## src/rtl/lsb_param_if.sv

```systemverilog
// Memory request channel between the load/store buffer and the memory controller.
interface lsb_param_if #(
    parameter int XLEN  = 32,
    parameter int ROB_W = 3
);
    logic             mem_req_valid;
    logic             mem_req_ready;
    logic             mem_req_we;
    logic [2:0]       mem_req_funct3;
    logic [XLEN-1:0]  mem_req_addr;
    logic [XLEN-1:0]  mem_req_wdata;
    logic [ROB_W-1:0] mem_req_id;

    modport master (
        output mem_req_valid, mem_req_we, mem_req_funct3, mem_req_addr,
               mem_req_wdata, mem_req_id,
        input  mem_req_ready
    );

    modport slave (
        input  mem_req_valid, mem_req_we, mem_req_funct3, mem_req_addr,
               mem_req_wdata, mem_req_id,
        output mem_req_ready
    );
endinterface

```

## src/rtl/lsb_param.sv

```systemverilog
// In-order load/store buffer: CDB operand snoop, commit-gated stores, flush recovery.
// Optional misalignment exceptions are enabled by defining LSB_MISALIGN_EN.
module lsb_param #(
    parameter int DEPTH_W = 3,
    parameter int XLEN    = 32,
    parameter int ROB_W   = 3,
    parameter int NUM_CDB = 2
) (
    input  logic                     clk,
    input  logic                     rst,
    input  logic                     flush,
    input  logic                     stall,
    input  logic [NUM_CDB-1:0]       cdb_valid,
    input  logic [NUM_CDB*ROB_W-1:0] cdb_tag,
    input  logic [NUM_CDB*XLEN-1:0]  cdb_data,
    input  logic                     disp_valid,
    input  logic                     disp_is_store,
    input  logic [2:0]               disp_funct3,
    input  logic [ROB_W-1:0]         disp_rob_id,
    input  logic [XLEN-1:0]          disp_imm,
    input  logic                     disp_q1_pend,
    input  logic [ROB_W-1:0]         disp_q1,
    input  logic [XLEN-1:0]          disp_v1,
    input  logic                     disp_q2_pend,
    input  logic [ROB_W-1:0]         disp_q2,
    input  logic [XLEN-1:0]          disp_v2,
    output logic                     lsb_full,
    output logic                     lsb_empty,
    input  logic                     rob_commit_store,
    input  logic [ROB_W-1:0]         rob_commit_id,
    lsb_param_if.master              mem
`ifdef LSB_MISALIGN_EN
    ,
    output logic                     lsb_exc_valid,
    output logic [ROB_W-1:0]         lsb_exc_id
`endif
);
    localparam int DEPTH = 1 << DEPTH_W;
    localparam int CW    = DEPTH_W + 1;

    typedef logic [DEPTH_W-1:0] ptr_t;
    typedef struct packed {
        logic            hit;
        logic [XLEN-1:0] data;
    } snoop_t;

    // Lowest channel index wins when several carry the same tag.
    function automatic snoop_t snoop(input logic [ROB_W-1:0] tag);
        snoop_t s = '0;
        for (int c = NUM_CDB - 1; c >= 0; c--) begin
            if (cdb_valid[c] && cdb_tag[c*ROB_W +: ROB_W] == tag) begin
                s.hit  = 1'b1;
                s.data = cdb_data[c*XLEN +: XLEN];
            end
        end
        return s;
    endfunction

`ifdef LSB_MISALIGN_EN
    function automatic logic misaligned(input logic [2:0] f3, input logic [XLEN-1:0] a);
        return (f3[1:0] == 2'b01 && a[0]) || (f3[1:0] == 2'b10 && a[1:0] != 2'b00);
    endfunction
`endif

    logic [DEPTH-1:0] busy, is_store, q1_pend, q2_pend, committed;
    logic [2:0]       funct3 [DEPTH];
    logic [ROB_W-1:0] rob_id [DEPTH];
    logic [ROB_W-1:0] q1     [DEPTH];
    logic [ROB_W-1:0] q2     [DEPTH];
    logic [XLEN-1:0]  v1     [DEPTH];
    logic [XLEN-1:0]  v2     [DEPTH];

    ptr_t          head, tail, cidx;
    logic [CW-1:0] count, ccount, ccount_nxt;
    logic          do_disp, slot_free, head_ok, mis, do_issue, do_exc, do_deq, deq_commit;
    snoop_t        d1, d2;
    snoop_t        s1 [DEPTH];
    snoop_t        s2 [DEPTH];

    assign lsb_full  = (count == CW'(DEPTH));
    assign lsb_empty = (count == '0);

    always_comb begin
        do_disp   = disp_valid && !stall && !lsb_full && !flush;
        cidx      = head + ptr_t'(ccount);
        slot_free = !mem.mem_req_valid || mem.mem_req_ready;
        head_ok   = busy[head] && !q1_pend[head] &&
                    (!is_store[head] || (!q2_pend[head] && committed[head]));
        mis       = 1'b0;
`ifdef LSB_MISALIGN_EN
        mis       = busy[head] && !q1_pend[head] && misaligned(funct3[head], v1[head]);
`endif
        do_issue   = !flush && slot_free && head_ok && !mis;
        do_exc     = !flush && slot_free && mis;
        do_deq     = do_issue || do_exc;
        deq_commit = do_deq && committed[head];
        ccount_nxt = ccount + CW'(rob_commit_store) - CW'(deq_commit);
        d1 = snoop(disp_q1);
        d2 = snoop(disp_q2);
        for (int i = 0; i < DEPTH; i++) begin
            s1[i] = snoop(q1[i]);
            s2[i] = snoop(q2[i]);
        end
    end

    // Control state: pointers, entry flags and the request slot.
    always_ff @(posedge clk or posedge rst) begin
        if (rst) begin
            head <= '0; tail <= '0; count <= '0; ccount <= '0;
            busy <= '0; committed <= '0; q1_pend <= '0; q2_pend <= '0;
            mem.mem_req_valid  <= 1'b0;
            mem.mem_req_we     <= 1'b0;
            mem.mem_req_funct3 <= '0;
            mem.mem_req_addr   <= '0;
            mem.mem_req_wdata  <= '0;
            mem.mem_req_id     <= '0;
`ifdef LSB_MISALIGN_EN
            lsb_exc_valid <= 1'b0;
            lsb_exc_id    <= '0;
`endif
        end else begin
            for (int i = 0; i < DEPTH; i++) begin
                if (q1_pend[i] && s1[i].hit) q1_pend[i] <= 1'b0;
                if (q2_pend[i] && s2[i].hit) q2_pend[i] <= 1'b0;
            end
            if (rob_commit_store) committed[cidx] <= 1'b1;
            if (do_deq) begin
                busy[head]      <= 1'b0;
                committed[head] <= 1'b0;
                head            <= head + 1'b1;
            end
            if (do_disp) begin
                busy[tail]      <= 1'b1;
                committed[tail] <= 1'b0;
                q1_pend[tail]   <= disp_q1_pend && !d1.hit;
                q2_pend[tail]   <= disp_is_store && disp_q2_pend && !d2.hit;
            end
            ccount <= ccount_nxt;
            if (flush) begin
                for (int i = 0; i < DEPTH; i++) begin
                    if (!committed[i] && !(rob_commit_store && cidx == ptr_t'(i)))
                        busy[i] <= 1'b0;
                end
                tail  <= head + ptr_t'(ccount_nxt);
                count <= ccount_nxt;
            end else begin
                tail  <= tail + ptr_t'(do_disp);
                count <= count + CW'(do_disp) - CW'(do_deq);
            end

            if (do_issue) begin
                mem.mem_req_valid  <= 1'b1;
                mem.mem_req_we     <= is_store[head];
                mem.mem_req_funct3 <= funct3[head];
                mem.mem_req_addr   <= v1[head];
                mem.mem_req_wdata  <= v2[head];
                mem.mem_req_id     <= rob_id[head];
            end else if (flush && !mem.mem_req_we) begin
                mem.mem_req_valid <= 1'b0;
            end else if (mem.mem_req_ready) begin
                mem.mem_req_valid <= 1'b0;
            end
`ifdef LSB_MISALIGN_EN
            lsb_exc_valid <= do_exc;
            if (do_exc) lsb_exc_id <= rob_id[head];
`endif
        end
    end

    // Entry payload: address accumulates base + imm, store data captured on broadcast.
    always_ff @(posedge clk) begin
        for (int i = 0; i < DEPTH; i++) begin
            if (q1_pend[i] && s1[i].hit) v1[i] <= v1[i] + s1[i].data;
            if (q2_pend[i] && s2[i].hit) v2[i] <= s2[i].data;
        end
        if (do_disp) begin
            is_store[tail] <= disp_is_store;
            funct3[tail]   <= disp_funct3;
            rob_id[tail]   <= disp_rob_id;
            q1[tail]       <= disp_q1;
            q2[tail]       <= disp_q2;
            v1[tail]       <= !disp_q1_pend ? disp_v1 + disp_imm :
                              d1.hit ? disp_imm + d1.data : disp_imm;
            v2[tail]       <= (disp_q2_pend && d2.hit) ? d2.data : disp_v2;
        end
    end

`ifndef SYNTHESIS
    always_ff @(posedge clk) begin
        if (!rst && rob_commit_store)
            assert (busy[cidx] && !committed[cidx] && rob_id[cidx] == rob_commit_id)
            else $error("lsb_param: commit does not match oldest uncommitted entry");
    end
`endif
endmodule
```

## src/flat_wrapper.sv

```systemverilog
// flat-port wrapper written by rule: the top's interface ports become plain ports
module lsb_param_flat 
#(
    parameter int DEPTH_W = 3,
    parameter int XLEN    = 32,
    parameter int ROB_W   = 3,
    parameter int NUM_CDB = 2
)
  (clk, rst, flush, stall, cdb_valid, cdb_tag, cdb_data, disp_valid, disp_is_store, disp_funct3, disp_rob_id, disp_imm, disp_q1_pend, disp_q1, disp_v1, disp_q2_pend, disp_q2, disp_v2, lsb_full, lsb_empty, rob_commit_store, rob_commit_id, mem_mem_req_valid, mem_mem_req_we, mem_mem_req_funct3, mem_mem_req_addr, mem_mem_req_wdata, mem_mem_req_id, mem_mem_req_ready);
  lsb_param_if #(.XLEN(XLEN), .ROB_W(ROB_W)) mem_i ();
  input  logic clk;
  input  logic rst;
  input  logic flush;
  input  logic stall;
  input  logic [NUM_CDB-1:0] cdb_valid;
  input  logic [NUM_CDB*ROB_W-1:0] cdb_tag;
  input  logic [NUM_CDB*XLEN-1:0] cdb_data;
  input  logic disp_valid;
  input  logic disp_is_store;
  input  logic [2:0] disp_funct3;
  input  logic [ROB_W-1:0] disp_rob_id;
  input  logic [XLEN-1:0] disp_imm;
  input  logic disp_q1_pend;
  input  logic [ROB_W-1:0] disp_q1;
  input  logic [XLEN-1:0] disp_v1;
  input  logic disp_q2_pend;
  input  logic [ROB_W-1:0] disp_q2;
  input  logic [XLEN-1:0] disp_v2;
  output logic lsb_full;
  output logic lsb_empty;
  input  logic rob_commit_store;
  input  logic [ROB_W-1:0] rob_commit_id;
  output wire logic [$bits(mem_i.mem_req_valid)-1:0] mem_mem_req_valid;
  output wire logic [$bits(mem_i.mem_req_we)-1:0] mem_mem_req_we;
  output wire logic [$bits(mem_i.mem_req_funct3)-1:0] mem_mem_req_funct3;
  output wire logic [$bits(mem_i.mem_req_addr)-1:0] mem_mem_req_addr;
  output wire logic [$bits(mem_i.mem_req_wdata)-1:0] mem_mem_req_wdata;
  output wire logic [$bits(mem_i.mem_req_id)-1:0] mem_mem_req_id;
  input wire logic [$bits(mem_i.mem_req_ready)-1:0] mem_mem_req_ready;
  assign mem_mem_req_valid = mem_i.mem_req_valid;
  assign mem_mem_req_we = mem_i.mem_req_we;
  assign mem_mem_req_funct3 = mem_i.mem_req_funct3;
  assign mem_mem_req_addr = mem_i.mem_req_addr;
  assign mem_mem_req_wdata = mem_i.mem_req_wdata;
  assign mem_mem_req_id = mem_i.mem_req_id;
  assign mem_i.mem_req_ready = mem_mem_req_ready;
  lsb_param #(.DEPTH_W(DEPTH_W), .XLEN(XLEN), .ROB_W(ROB_W), .NUM_CDB(NUM_CDB)) u_core (.clk(clk), .rst(rst), .flush(flush), .stall(stall), .cdb_valid(cdb_valid), .cdb_tag(cdb_tag), .cdb_data(cdb_data), .disp_valid(disp_valid), .disp_is_store(disp_is_store), .disp_funct3(disp_funct3), .disp_rob_id(disp_rob_id), .disp_imm(disp_imm), .disp_q1_pend(disp_q1_pend), .disp_q1(disp_q1), .disp_v1(disp_v1), .disp_q2_pend(disp_q2_pend), .disp_q2(disp_q2), .disp_v2(disp_v2), .lsb_full(lsb_full), .lsb_empty(lsb_empty), .rob_commit_store(rob_commit_store), .rob_commit_id(rob_commit_id), .mem(mem_i));
endmodule
```

## config.mk

```make
export PLATFORM = sky130hd
export DESIGN_NAME = lsb_param_flat
export DESIGN_NICKNAME = d
export VERILOG_FILES = /design/src/rtl/lsb_param_if.sv /design/src/rtl/lsb_param.sv /design/src/flat_wrapper.sv
export SDC_FILE = /design/constraint.sdc
export NUM_CORES = 2
export LEC_CHECK = 0
export CAP_MARGIN = 20
export CORE_UTILIZATION = 41
export CTS_CLUSTER_DIAMETER = 80
export DETAILED_ROUTE_END_ITERATION = 6
export SLEW_MARGIN = 15
export SYNTH_ARGS = -nofsm -noshare
export SYNTH_HDL_FRONTEND = slang
export SYNTH_SLANG_ARGS = --single-unit
```

## constraint.sdc

```tcl
create_clock -name clk -period 4.62 [get_ports clk]
set_input_delay 0.924 -clock clk [delete_from_list [all_inputs] [get_ports clk]]
set_output_delay 0.924 -clock clk [all_outputs]
set_load 0.005 [all_outputs]
```

# [After elaboration in Yosys (flattened, before gate mapping)]
# Memory sizes are Yosys's and may differ from the RTL's. A register that Yosys moved wholly into a read port is not among the register bits.
# Index checks and enable logic that the tools add are counted.
[word_totals] mem_bits_rw=608 memories=6 out_inout_bits=74 word_cells=337 ff_bits=56
[memory_table] memory="u_core.v1" words=8 width=32 read_ports=9 rd_clocked_by_memory_dff=1 write_ports=9 line_no="lsb_param.sv:70" text="logic [XLEN-1:0] v1 [DEPTH];"
[memory_table] memory="u_core.v2" words=8 width=32 read_ports=1 rd_clocked_by_memory_dff=1 write_ports=9 line_no="lsb_param.sv:71" text="logic [XLEN-1:0] v2 [DEPTH];"
[memory_table] memory="u_core.funct3" words=8 width=3 read_ports=1 rd_clocked_by_memory_dff=1 write_ports=1 line_no="lsb_param.sv:66" text="logic [2:0] funct3 [DEPTH];"
[memory_table] memory="u_core.q1" words=8 width=3 read_ports=8 rd_clocked_by_memory_dff=0 write_ports=1 line_no="lsb_param.sv:68" text="logic [ROB_W-1:0] q1 [DEPTH];"
[memory_table] memory="u_core.q2" words=8 width=3 read_ports=8 rd_clocked_by_memory_dff=0 write_ports=1 line_no="lsb_param.sv:69" text="logic [ROB_W-1:0] q2 [DEPTH];"
[memory_table] memory="u_core.rob_id" words=8 width=3 read_ports=1 rd_clocked_by_memory_dff=1 write_ports=1 line_no="lsb_param.sv:67" text="logic [ROB_W-1:0] rob_id [DEPTH];"
[op_classes] n_eq_ne=44 magnitude_cmp=6 add_sub_neg=18 mux=129 reduce_logical=116 bitwise_logic=7
[ops] op="two-way mux 33 bit" count=36
[ops] op="adder 32 bit" count=10
[ops] op="equality test 3 bit" count=36
[ops] op="two-way mux 32 bit" count=3
[ops] op="logical AND 1 bit" count=85
[ops] op="two-way mux 1 bit" count=69
[ops] op="two-way mux 8 bit" count=8
[ops] op="logical NOT 1 bit" count=26
[ops] op="bitwise AND 8 bit" count=3
[ops] op="bitwise mux 8 bit" count=3
[ops] op="NOT 8 bit" count=2
[ops] op="OR 8 bit" count=2
[ops] op="binary-select mux 1 bit (select 3 bit)" count=5
[ops] op="equality test 3 bit, second input constant" count=4
[ops] op="< comparator 3 x 4 -> 1 bit, second input constant" count=3
[ops] op="demux 1 bit (select 3 bit)" count=3
[ops] op=">= comparator 3 x 1 -> 1 bit, second input constant" count=3
[ops] op="adder 4 x 1 -> 4 bit" count=2
[ops] op="subtractor 4 x 1 -> 4 bit" count=2
[ops] op="adder 3 bit" count=2
[ops] op="equality test 3 x 2 -> 1 bit, second input constant" count=2
[ops] op="equality test 4 bit, second input constant" count=1
[ops] op="logical NOT 4 bit" count=1
[ops] op="two-way mux 4 bit" count=1
[ops] op="other kinds (7)" count=8

# [Depth between registers and ports, before layout]
[depth] word_depth=12 depth_mapped=21 depth_no_buf=18

# [Worst setup path after synthesis]
# Ideal clock, no wire load.
[synth_path] kind="input to register" start="input port cdb_tag[0]" end="memory u_core.v1[6][18] (data pin)" arrival_ns=5.034 setup_slack_ns=-0.685 setup_ns=0.270 stages=21 path_buffers=4 path_cell_list="buf_2 -> buf_2 -> xnor2_1 -> nand2_1 -> nor3_1 -> nor2b_1 -> clkbuf_1 -> clkbuf_1 -> a22o_1 -> ha_1 -> fa_1 -> a21o_1 -> a221oi_2 -> a221oi_1 -> and4_1 -> o21a_1 -> o21ai_0 -> nand2b_1 -> a21oi_1 -> xor2_1 -> a21oi_1"
[synth_lines] item="start: declaration" line_no="flat_wrapper.sv:16" text="input logic [NUM_CDB*ROB_W-1:0] cdb_tag;"
[synth_lines] item="end: declaration" line_no="lsb_param.sv:70"

==> qor.txt <==
IO Port Bufs: 263
global placement routability congestion: 0.981
endpoint of the worst register-to-register path: u_core.v1[0][31]$_DFFE_PP_
internal cell power: 16.8 mW
Flop pwr share: 33.4%
Crit Path Max Fanout: 6
first drt pass iteration count: 7
synthesized net count: 6041
reg2reg path depth: 17
Post-DRT Antenna Nets: 0
first-pass GRT wire length: 321000 µm
Synth area leaders: edfxtp_1 (33%), ha_1 (7.3%), mux4_2 (5.8%)
root buf cell: clkbuf_16
clock power share: 28.6%
routed wl met2: 96900 µm
Final min period: 4450 ps
DR DRC count: 2
number of global-route vias before repair: 50400
die area: 137000 µm²
post-DP HPWL: 159000 µm
Crit Reg-Reg Startpoint: u_core.q1[0][2]$_DFFE_PP_
Core ar.: 134000 µm²
Placed Cells: 8113
row count: 134
vias per cell: 6.22
WS Path Type: input port to flip-flop
Seq/Total Area, Yosys: 38.6%
Worst VDD drop: 0.000304 V
area leader, netlist: edfxtp_1
share of layout cells above drive strength 1: 24.6%
final setup violating endpoints: 0
gr ovfl total: 0
CP Data Arrival Time: 4910 ps
nets@finish: 7001
CP Buf/Inv Count: 6
clk_lat worst skew: 750 ps
Worst path most repeated cell: buf_4
Die Wd: 370 µm
Total Wirelength: 221000 µm
Syn Inst Count: 5509
Worst path max stage delay: 490 ps
CP endpoint kind: flip-flop
Initial Utilization: 41.4%
CTS tree: done
DP Area: 67800 µm²
GRT Total Usage: 31.4%
Pins Over Slew Limit: 0
Hold Path Depth: 2
Worst path top cell family by delay: compound AO/OA/AOI/OAI gates
share of the clock period used by the worst path: 96.2%
pwr/cell area: 357 nW/µm²
Rel. slew slack: 23.4%
Cell Chain, Critical Path: clkdlybuf4s50_1 > buf_4 > buf_4 > nand2_1 > nor3_4 > buf_6 > nor2b_4 > a22o_1 > ha_1 > buf_4 > a211oi_4 > o211ai_1 > a41oi_2 > o21ai_2 > buf_4 > a211o_1 > a31o_4 > a211oi_1 > o21ba_2 > xnor2_1 > mux2i_1
Worst Skew: 43.0 ps
post-route cell area: 72200 µm²
CP Launch Type: input port
height of the chip: 370 µm
Switching Share: 35.0%
WL per Instance: 26.5 µm
status: complete, but fails checks
Synth Warn #: 0
met3 wire length: 23500 µm
Highest Clock Rate: 225 MHz
top cells by count, synth: edfxtp_1 (616), a21oi_1 (521), nand2_1 (431)
largest net degree at the start of global routing: 100
total CTS buffers: 86
most common cell in the netlist: edfxtp_1
starting DRC count in detailed routing: 5963
WL met1: 93200 µm
Cell Area, Synth: 55500 µm²
Synth Flop Type: edfxtp_1
H-tree Lvls: 3
NetSw: 9.04 mW
synthesized flop and latch total: 734
FFs w/ async S/R, synth: 16.1%
clock buffer depth: 3
DR vias: 51700
Worst-Margin Slew: 1140 ps
Hold Crit Start: u_core.mem.mem_req_wdata[15]$_DFFE_PP0N_
Gate power share: 37.9%
slowest CP cell: clkdlybuf4s50_1
Hold EP: u_core.mem.mem_req_wdata[15]$_DFFE_PP0N_
fin cells: 8314
Top Metal Used: met5
pre-CTS setup slack: -986 ps
max-cap viol count: 0
syn avg cell area: 10.1 µm²
Leak: 30.8 nW
initial antenna violation count: 8
Area growth, synth to finish: 30.1%
Critical Path RT: 5090 ps
Worst-path clk slew: 60 ps
hold crit path type: flip-flop to flip-flop
Post-synth EDFFs: 616
I/O pin cnt: 267
violations in the final reports: DRC
Sinks on Clock Net: 734
Yosys top cell area share: 33.3%
internal reg-to-reg setup slack: 400 ps
hold violation count in the final report: 0
post-synth cell types: 96
Final Worst Setup Slack: 175 ps
-- timing repair --
action                                  4_1_cts  5_1_grt
setup buffers                                 8       24
pin swaps                                    28       77
resized for setup                            56      164
hold buffers                                  0        0
endpoints found under the setup margin       79      123
gates cloned                                  0        4
-- worst max path at each step --
stage,to,depth (start not counted),startpoint,slack [ps]
4_1_cts,u_core.v1[0][29]$_DFFE_PP_,19,cdb_tag[1],-50
3_3_place_gp,u_core.v1[5][31]$_DFFE_PP_,20,cdb_tag[3],-980
6_report,u_core.v1[0][31]$_DFFE_PP_,21,cdb_valid[0],170
5_1_grt,u_core.v1[7][26]$_DFFE_PP_,22,cdb_valid[0],-5
3_5_place_dp,u_core.v1[7][31]$_DFFE_PP_,21,cdb_tag[3],-990
2_1_floorplan,u_core.v1[6][29]$_DFFE_PP_,20,cdb_tag[0],-10
-- metal layers --
metal  global-route usage [%]  vias up
met5                        0        -
met4                     9.96        6
met3                     6.50      449
met2                     48.5     2680
met1                     43.8    25400
li1                         -    23200
-- cell usage in the layout, fill, tap and decap left out, drive strengths merged, types with 37 or more instances in the layout --
master	netlist	layout
a211oi	39	39
a21o	134	134
a21oi	526	526
a221oi	138	138
a22o	279	279
a31oi	37	37
buf	132	1069
clkbuf	331	124
clkdlybuf4s50	0	252
dfrtp	118	118
edfxtp	616	616
ha	325	325
inv	90	94
mux2i	270	270
mux4	144	144
nand2	431	431
nand2b	37	37
nand3	71	71
nand4	42	42
nor2	276	276
nor2b	50	50
nor3	69	69
o211ai	39	39
o21a	46	46
o21ai	395	395
o21bai	45	45
o22ai	141	141
xnor2	223	223
xor2	165	165
-- area by class of cell --
class | instances | area [µm²]
antenna | 3 | 7.51
clock buffer | 120 | 2440
clock inverter | 42 | 542
fill | 11700 | 61800
inverter | 93 | 365
multi-input combinational | 4219 | 33200
sequential | 734 | 21500
tap | 1768 | 2210
timing repair buffer | 1335 | 12000
-- sequential cells by signal (all words and copies together) (netlist names) --
signal,flops
u_core.v1,256
u_core.v2,256
u_core.mem.mem_req_addr,32
u_core.mem.mem_req_wdata,32
u_core.funct3,24
u_core.q1,24
u_core.q2,24
u_core.rob_id,24
u_core.busy,8
u_core.committed,8
u_core.is_store,8
u_core.q1_pend,8
u_core.q2_pend,8
u_core.ccount,4
u_core.count,4
u_core.head,3
u_core.mem.mem_req_funct3,3
u_core.mem.mem_req_id,3
u_core.tail,3
u_core.mem.mem_req_valid,1
u_core.mem.mem_req_we,1
-- cells by family after synthesis --
logic type	Yosys count	synth area share (%)
AOI/OAI and AO/OA	1984	23.8
xor gates and xnor gates	388	6.13
adders and majority gates	339	7.83
buffers and inverters	556	3.86
DFF	734	38.6
muxes	422	10.9
and+or+nand+nor	1086	8.90
-- power by group through the flow --
stage	clock, mW	sequential (mW)	combinational (mW)
CTS	7.44	8.61	9.62
global placement	0	8.72	9.43
detailed placement	0	8.74	9.54
finish	7.39	8.62	9.80
floorplan	0	8.46	5.75
global route	7.68	8.69	10.5
-- tightest hold or removal path: stages, from the launching register on --
cell	delay [ps]
dfrtp_1	340
nand2_1	50
o21ai_0	60
-- through the flow --
step	util [%]	power, mW	setup TNS (ps)	hold slack (ps)
after global placement	50.6	18.1	-124490	461
after floorplan	-	14.2	-11.0	473
after global routing	53.9	26.8	-11.4	497
after CTS	53.1	25.7	-75.3	483
final	53.9	25.8	0	477
after detailed placement	50.6	18.3	-128450	469
No activity file was read; power rests on OpenSTA's default activity.
